## src/rtl/l15_resp_pkg.sv

```systemverilog
// l15_resp_pkg: request/response encodings and FSM states shared by the line responder.
package l15_resp_pkg;
  localparam int TypeWidth = 3;
  typedef enum logic [TypeWidth-1:0] {
    REQ_LOAD  = 3'd0,
    REQ_IMISS = 3'd1,
    REQ_STORE = 3'd2
  } req_type_e;
  typedef enum logic [TypeWidth-1:0] {
    RSP_ERR       = 3'd0,
    RSP_LOAD_RET  = 3'd1,
    RSP_IFILL_RET = 3'd2,
    RSP_ST_ACK    = 3'd3
  } rsp_type_e;
  typedef enum logic [2:0] {
    S_IDLE,
    S_RD0,
    S_RD1,
    S_CAP,
    S_WR,
    S_RESP
  } state_e;
  function automatic rsp_type_e rsp_for(input logic [TypeWidth-1:0] t);
    return t == REQ_LOAD  ? RSP_LOAD_RET :
           t == REQ_IMISS ? RSP_IFILL_RET :
           t == REQ_STORE ? RSP_ST_ACK : RSP_ERR;
  endfunction
endpackage

```

## src/rtl/l15_line_asm.sv

```systemverilog
// l15_line_asm: assembles a refill line from two consecutive backing-store words.
module l15_line_asm #(
  parameter int XLEN = 64
) (
  input  logic              clk_i,
  input  logic              rst_ni,
  input  logic              clr_i,
  input  logic              cap0_i,
  input  logic              cap1_i,
  input  logic [XLEN-1:0]   word_i,
  output logic [2*XLEN-1:0] line_o
);
  logic [XLEN-1:0] w0_q, w1_q;
  always_ff @(posedge clk_i) begin
    if (!rst_ni || clr_i) begin
      w0_q <= '0;
      w1_q <= '0;
    end else begin
      if (cap0_i) w0_q <= word_i;
      if (cap1_i) w1_q <= word_i;
    end
  end
  assign line_o = {w1_q, w0_q};
endmodule

```

## src/rtl/l15_line_responder.sv

```systemverilog
// l15_line_responder: serves IMISS/LOAD line refills and STORE writes from a word-wide backing store.
module l15_line_responder
  import l15_resp_pkg::*;
#(
  parameter int PAddrWidth    = 40,
  parameter int LineWidth     = 128,
  parameter int XLEN          = 64,
  parameter int SramAddrWidth = 16
) (
  input  logic                     clk_i,
  input  logic                     rst_ni,
  input  logic                     req_val_i,
  output logic                     req_ack_o,
  input  logic [2:0]               req_type_i,
  input  logic [PAddrWidth-1:0]    req_addr_i,
  input  logic [1:0]               req_tid_i,
  input  logic [XLEN-1:0]          req_data_i,
  input  logic [XLEN/8-1:0]        req_be_i,
  output logic                     rsp_val_o,
  input  logic                     rsp_ack_i,
  output logic [2:0]               rsp_type_o,
  output logic [1:0]               rsp_tid_o,
  output logic [LineWidth-1:0]     rsp_data_o,
  output logic                     sram_req_o,
  output logic                     sram_we_o,
  output logic [SramAddrWidth-1:0] sram_addr_o,
  output logic [XLEN-1:0]          sram_wdata_o,
  output logic [XLEN/8-1:0]        sram_be_o,
  input  logic [XLEN-1:0]          sram_rdata_i
);
  state_e                   state_q, state_d;
  logic [SramAddrWidth-1:0] word_q, line_base;
  logic [XLEN-1:0]          data_q;
  logic [XLEN/8-1:0]        be_q;
  logic [1:0]               tid_q;
  rsp_type_e                rsp_type_q;
  logic                     accept;
  assign accept = rst_ni && state_q == S_IDLE && req_val_i;
  assign req_ack_o = accept;
  always_ff @(posedge clk_i) begin
    if (!rst_ni) begin
      state_q    <= S_IDLE;
      word_q     <= '0;
      data_q     <= '0;
      be_q       <= '0;
      tid_q      <= '0;
      rsp_type_q <= RSP_ERR;
    end else begin
      state_q <= state_d;
      if (accept) begin
        word_q     <= req_addr_i[SramAddrWidth+2:3];
        data_q     <= req_data_i;
        be_q       <= req_be_i;
        tid_q      <= req_tid_i;
        rsp_type_q <= rsp_for(req_type_i);
      end
    end
  end
  // Line fetches are 16-byte aligned, so the pair is {even, even|1}; this wraps naturally.
  assign line_base = {word_q[SramAddrWidth-1:1], 1'b0};
  always_comb begin
    state_d     = state_q;
    sram_req_o  = 1'b0;
    sram_we_o   = 1'b0;
    sram_addr_o = line_base;
    unique case (state_q)
      S_IDLE: if (req_val_i)
        state_d = (req_type_i == REQ_LOAD || req_type_i == REQ_IMISS) ? S_RD0 :
                  req_type_i == REQ_STORE ? S_WR : S_RESP;
      S_RD0: begin
        sram_req_o = 1'b1;
        state_d    = S_RD1;
      end
      S_RD1: begin
        sram_req_o  = 1'b1;
        sram_addr_o = line_base | SramAddrWidth'(1);
        state_d     = S_CAP;
      end
      S_CAP: state_d = S_RESP;
      S_WR: begin
        sram_req_o  = 1'b1;
        sram_we_o   = 1'b1;
        sram_addr_o = word_q;
        state_d     = S_RESP;
      end
      S_RESP: if (rsp_ack_i) state_d = S_IDLE;
      default: state_d = S_IDLE;
    endcase
  end
  assign sram_wdata_o = data_q;
  assign sram_be_o    = be_q;
  assign rsp_val_o    = state_q == S_RESP;
  assign rsp_type_o   = rsp_type_q;
  assign rsp_tid_o    = tid_q;
  l15_line_asm #(.XLEN(XLEN)) u_line_asm (
    .clk_i  (clk_i),
    .rst_ni (rst_ni),
    .clr_i  (accept),
    .cap0_i (state_q == S_RD1),
    .cap1_i (state_q == S_CAP),
    .word_i (sram_rdata_i),
    .line_o (rsp_data_o)
  );
endmodule

```

## config.mk

```make
export PLATFORM = sky130hd
export DESIGN_NAME = l15_line_responder
export DESIGN_NICKNAME = d
export VERILOG_FILES = /design/src/rtl/l15_resp_pkg.sv /design/src/rtl/l15_line_asm.sv /design/src/rtl/l15_line_responder.sv
export SDC_FILE = /design/constraint.sdc
export NUM_CORES = 1
export LEC_CHECK = 0
export BUFFER_PORTS_ARGS = -buffer_cell sky130_fd_sc_hd__buf_2
export CELL_PAD_IN_SITES_DETAIL_PLACEMENT = 0
export CELL_PAD_IN_SITES_GLOBAL_PLACEMENT = 2
export CORE_ASPECT_RATIO = 0.6
export CORE_MARGIN = 2
export CORE_UTILIZATION = 26
export DETAILED_ROUTE_END_ITERATION = 16
export PLACE_DENSITY_LB_ADDON = 0.1
export RECOVER_POWER = 50
export SLEW_MARGIN = 20
export SYNTH_ARGS = -nofsm -noshare
export SYNTH_HDL_FRONTEND = slang
export SYNTH_HIERARCHICAL = 1
export SYNTH_SLANG_ARGS = --single-unit
```

## constraint.sdc

```tcl
create_clock -name clk_i -period 2.5 [get_ports clk_i]
set_clock_uncertainty 0.1 [all_clocks]
set_input_delay 0.25 -clock clk_i [delete_from_list [all_inputs] [get_ports clk_i]]
set_output_delay 0.25 -clock clk_i [all_outputs]
set_load 0.005 [all_outputs]
```

After elaboration in Yosys (flattened, before gate mapping)
Cells that the tools add are included.

operators by class
  $add $sub $neg = 0
  multipliers = 0
  div/mod/pow operators = 0
  magnitude comparators = 0
  eq/ne operators = 9
  shift operators = 0
  multiplexer cells = 11
  bitwise logic cells = 0
  reduce and logical (&&, ||, !) cells = 10

operators with widths
  kind                                                  number
  case mux 3 bit (5 select lines)                       1
  equality test 3 x 2 -> 1 bit (second input constant)  3
  two-way mux 3 bit                                     3
  equality test 3 x 1 -> 1 bit (second input constant)  2
  equality test 3 bit (second input constant)           2
  logical NOT 3 bit                                     2
  two-way mux 2 bit                                     3
  two-way mux 1 bit                                     3
  OR reduction 3 bit                                    1
  logical AND 1 bit                                     2
  logical OR 1 bit                                      2
  != test 2 x 1 -> 1 bit (second input constant)        1
  != test 2 bit (second input constant)                 1
  case mux 1 bit (2 select lines)                       1
  AND reduction 2 bit                                   1
  OR reduction 2 bit                                    1
  logical NOT 1 bit                                     1

word-level totals
  flip-flop bits (word level) = 224
  bits in latches = 0
  bits in writable memories = 0
  memory bits (read-only) = 0
  input port bits = 185
  output and inout bits = 225
  word-level logic and storage cells = 38
  memories = 0

Depth between registers and ports, before layout
  depth after elaboration = 5
  gate-level depth with buffers = 9
  gate-level depth less buffers = 4

By module
Netlist, hierarchy kept.

modules (own cells, without submodules)
  module              instances  cells each  area each (um2)
  l15_line_asm        1          413         4603.2
  l15_line_responder  1          450         3896.2

Worst setup path after synthesis
Ideal clock, no wire load.

  path type = reg2reg
  start = reg state_q[2]
  end = reg u_line_asm.w0_q[40]
  data arrival time = 1.787 ns
  setup slack = 0.495 ns
  stages on the path, launching flop included = 10
  period minus slack after synthesis = 2.005 ns
  path through = dfxtp_1 clkbuf_1 nor4b_1 buf_2 buf_2 and2_1 nand2b_1 buf_2 buf_2 nor2_1

on the way
  longest elaborated chain between the ends = 4
  elaborated cells between the ends (all ways) = 5
  those cells by class = eq/ne (1); reduce/logical (4)

ends and longest elaborated chain
  what                            RTL line                  RTL
  start: declaration              l15_line_responder.sv:31  state_e state_q, state_d;
  start signal: assignment        l15_line_responder.sv:49  state_q <= state_d;
  logical NOT 3 bit               l15_line_responder.sv:38  assign accept = rst_ni && state_q == S_IDLE && req_val_i;
  logical AND 1 bit (2 in a row)  l15_line_responder.sv:38
  named net req_ack_o             l15_line_responder.sv:13  output logic req_ack_o,
  logical OR 1 bit                l15_line_asm.sv:15        if (!rst_ni || clr_i) begin
  end signal: assignment          l15_line_asm.sv:19        if (cap0_i) w0_q <= word_i;
  end: declaration                l15_line_asm.sv:13        logic [XLEN-1:0] w0_q, w1_q;

The timed path passes the listed nets, and every way through them passes these cells.
A chain may end at the register's enable or synchronous reset.

Final worst setup path
  start = reg state_q[0]
  end = out sram_req_o

on the way
  longest elaborated chain between the ends = 3
  elaborated cells between the ends (all ways) = 5
  those cells by class = eq/ne (3); mux (1); reduce/logical (1)

ends and longest elaborated chain
  what                                               RTL line                  RTL
  equality test 3 bit, or another cell as far along  l15_line_responder.sv:66  unique case (state_q)
  OR reduction 3 bit (no source line) (*)            --
  two-way mux 1 bit (*)                              l15_line_responder.sv:66
  end: declaration                                   l15_line_responder.sv:24  output logic sram_req_o,

Mark *: on every way between the ends. The rest lies on a longest branch, timed or not.

==> flow_summary.toml <==
[placed_design]
gp_congestion = 0.720
dp_slack_ns = 0.494
dp_hpwl_um = 18400
portBuffers = 384
placed_cell_area_um2 = 10500

[cts]
clk_pin_slew_ns = 0.06
clkSinkCount = 223
cts_tree = "done"
numCtsBuffers = 24
clk_path_buf_depth = 3
cts-root-buf = "clkbuf_16"
htreeDepth = 1
cts-resized-gates = 0
clk_latency_ns = 0.51

[drt]
num_vias = 7394
final_antenna_net_count = 0
first_pass_iters = 4
routed_via_density = 4.09
dr.first_iter.drc_count = 266
drc = 0
wl_um = 27500
wl_per_cell_um = 15.2

[sta]
worst_slack_ns = 0.379
rsz0062_at_grt = "no"
slew_headroom_pct = 39.0
hold_ws_ns = 0.0636
hold_viol = 0
post-route-min-period_ns = 2.12
period_share_pct = 84.9
setup_violations = 0
finalMaxSlewViolations = 0
tightest_slew_ns = 0.915
tns_ns = 0
max_freq_ghz = 0.471

[floorplan]
initial_core_util_pct = 26.3
fp.dieH_um = 144
num_rows = 51
ios = 410
dieArea_um2 = 34200
die_width_um = 237
coreArea_um2 = 32300

[logic_synthesis]
synth-xor-area-share_pct = 0.206
synth_flop_cell = "dfxtp_1"
synth_compound_area_share_pct = 8.55
yosysTopAreaCellShare_pct = 52.5
synth_area_um2 = 8500
synth_top_area_cell = "dfxtp_1"
synth_top_family_by_area = "simple AND/OR/NAND/NOR gates"
synth.distinct_cells = 29
ys_ff_latch = 223
syn_area_per_cell_um2 = 9.85
synth_edf_count = 0
synthAdderAreaFrac_pct = 0
async_flop_share_pct = 0
syn_inst = 863
synth.area.top_cells = "dfxtp_1 53%, mux2i_1 15%, a21boi_1 7.1%"
syn_nets = 1048
synthMuxAreaShare_pct = 15.2
ys_seq_area_share_pct = 52.5
synthSimpleGateAreaFrac_pct = 16.2
yosys_warnings = 6

[critical_path]
start_kind = "register"
cp-end-kind = "output port"
critPathMaxFanout = 9
cp.required_ns = 2.15
worstSetupPathType = "register to output port"
crit_arrival_ns = 1.77

[min_path]
min_path_type = "primary input to register"

[layout]
design_area_um2 = 12600
syn_to_final_growth_pct = 48.8
nNetsFinal = 1552
drive_above_1_share_pct = 19.8
utilization_pct = 39.2

[run_status]
status = "finished, final reports clean"

[grt]
grt_pass1_vias = 7315
grt_max_degree = 96
grt_usage_pct = 15.3
antenna_found_initial = 1
grt_first_pass_wirelength_um = 41700
gr-total-overflow = 0

[pwr]
p_per_area_nw_per_um2 = 754
worst_ir_drop_vdd_uv = 462
power_leakage_nw = 4.91

[run]
maxCapViolCount = 0
[Yosys cell counts, types with 2 or more instances]
cell type	instances
a21boi_0	10
a21boi_1	80
a21oi_1	3
and2_1	4
buf_2	26
buf_4	16
buf_6	13
buf_8	12
clkbuf_1	11
dfxtp_1	223
mux2i_1	128
nand2_1	151
nand2_2	30
nand2b_1	3
nor2_1	133
nor2b_1	5
nor3_1	2
o21a_1	2
[state kept, by name, indices dropped and copies added (netlist names)]
signal           flops
u_line_asm/w1_q     64
rsp_type_o           2
rsp_tid_o            2
sram_wdata_o        64
word_q              16
u_line_asm/w0_q     64
state_q              3
sram_be_o            8
[metal layers]
metal  routed length (um)  share of wire (%)  GRT usage (%)
met1                12600                 46           20.0
met2                12800                 46           25.0
met3                 1680                6.1           4.68
met4                  490                1.8           3.21
met5                    0                  0              0
[power by group]
part           internal [mW]  switching [mW]  total (mW)
logic                  0.861            1.06        1.92
clock network           2.14            1.45        3.59
registers               3.87           0.158        4.02
total                   6.87            2.67        9.54
[final timing paths]
path | start | end | slack (ns) | cells after the start
setup / recovery | state_q[0] | sram_req_o | 0.38 | 4
hold / removal | req_type_i[1] | state_q[0] | 0.06 | 3
setup reg to reg | state_q[0] | rsp_type_o[1] | 0.41 | 6
hold reg to reg | sram_wdata_o[19] | sram_wdata_o[19] | 0.35 | 2
[metrics by stage]
step	std cells	power [mW]
floorplan	863	5.29
global placement	1608	5.94
detailed placement	1608	5.93
CTS	1805	9.82
global route	1806	10.1
finish	1806	9.54
[cells in the final DEF, fill, tap and decap left out, drive strengths merged]
cell type	n
buf	204
and3b	1
diode	1
bufinv	2
a2bb2oi	1
clkinv	2
a21boi	90
a21oi	3
or4b	1
dlygate4sd3	157
xnor2	1
nor4	1
nand2	181
dfxtp	223
nand2b	3
o21ai	1
o21a	2
and2	4
xor2	1
mux2i	128
nor2b	5
clkbuf	231
mux2	1
nor3	2
nor2	133
conb	1
a22oi	1
nor4b	1
[cell families after synthesis]
kind of cell              after synthesis
AOI/OAI and AO/OA                      98
xor gates and xnor gates                2
buffers and inverters                  78
DFF                                   223
muxes                                 129
other                                   1
and+or+nand+nor                       332
[timing repair]
action,in CTS,in global routing
hold buffers,157,0
hold endpoints to repair,221,0
setup buffers,0,0
[layout make-up]
cell class,count,area [um2]
tap,424,531
multi-input combinational,562,3440
fill,3448,19600
timing repair buffer,556,3430
sequential,223,4460
clock inverter,4,70.1
antenna,1,2.50
clock buffer,36,707
[critical path: stages, from the launching register on]
cell,delay (ns)
dfxtp_1,0.35
clkbuf_1,0.36
nor2_1,0.14
mux2_2,0.28
buf_2,0.14
(Power assumes the default switching activity.)
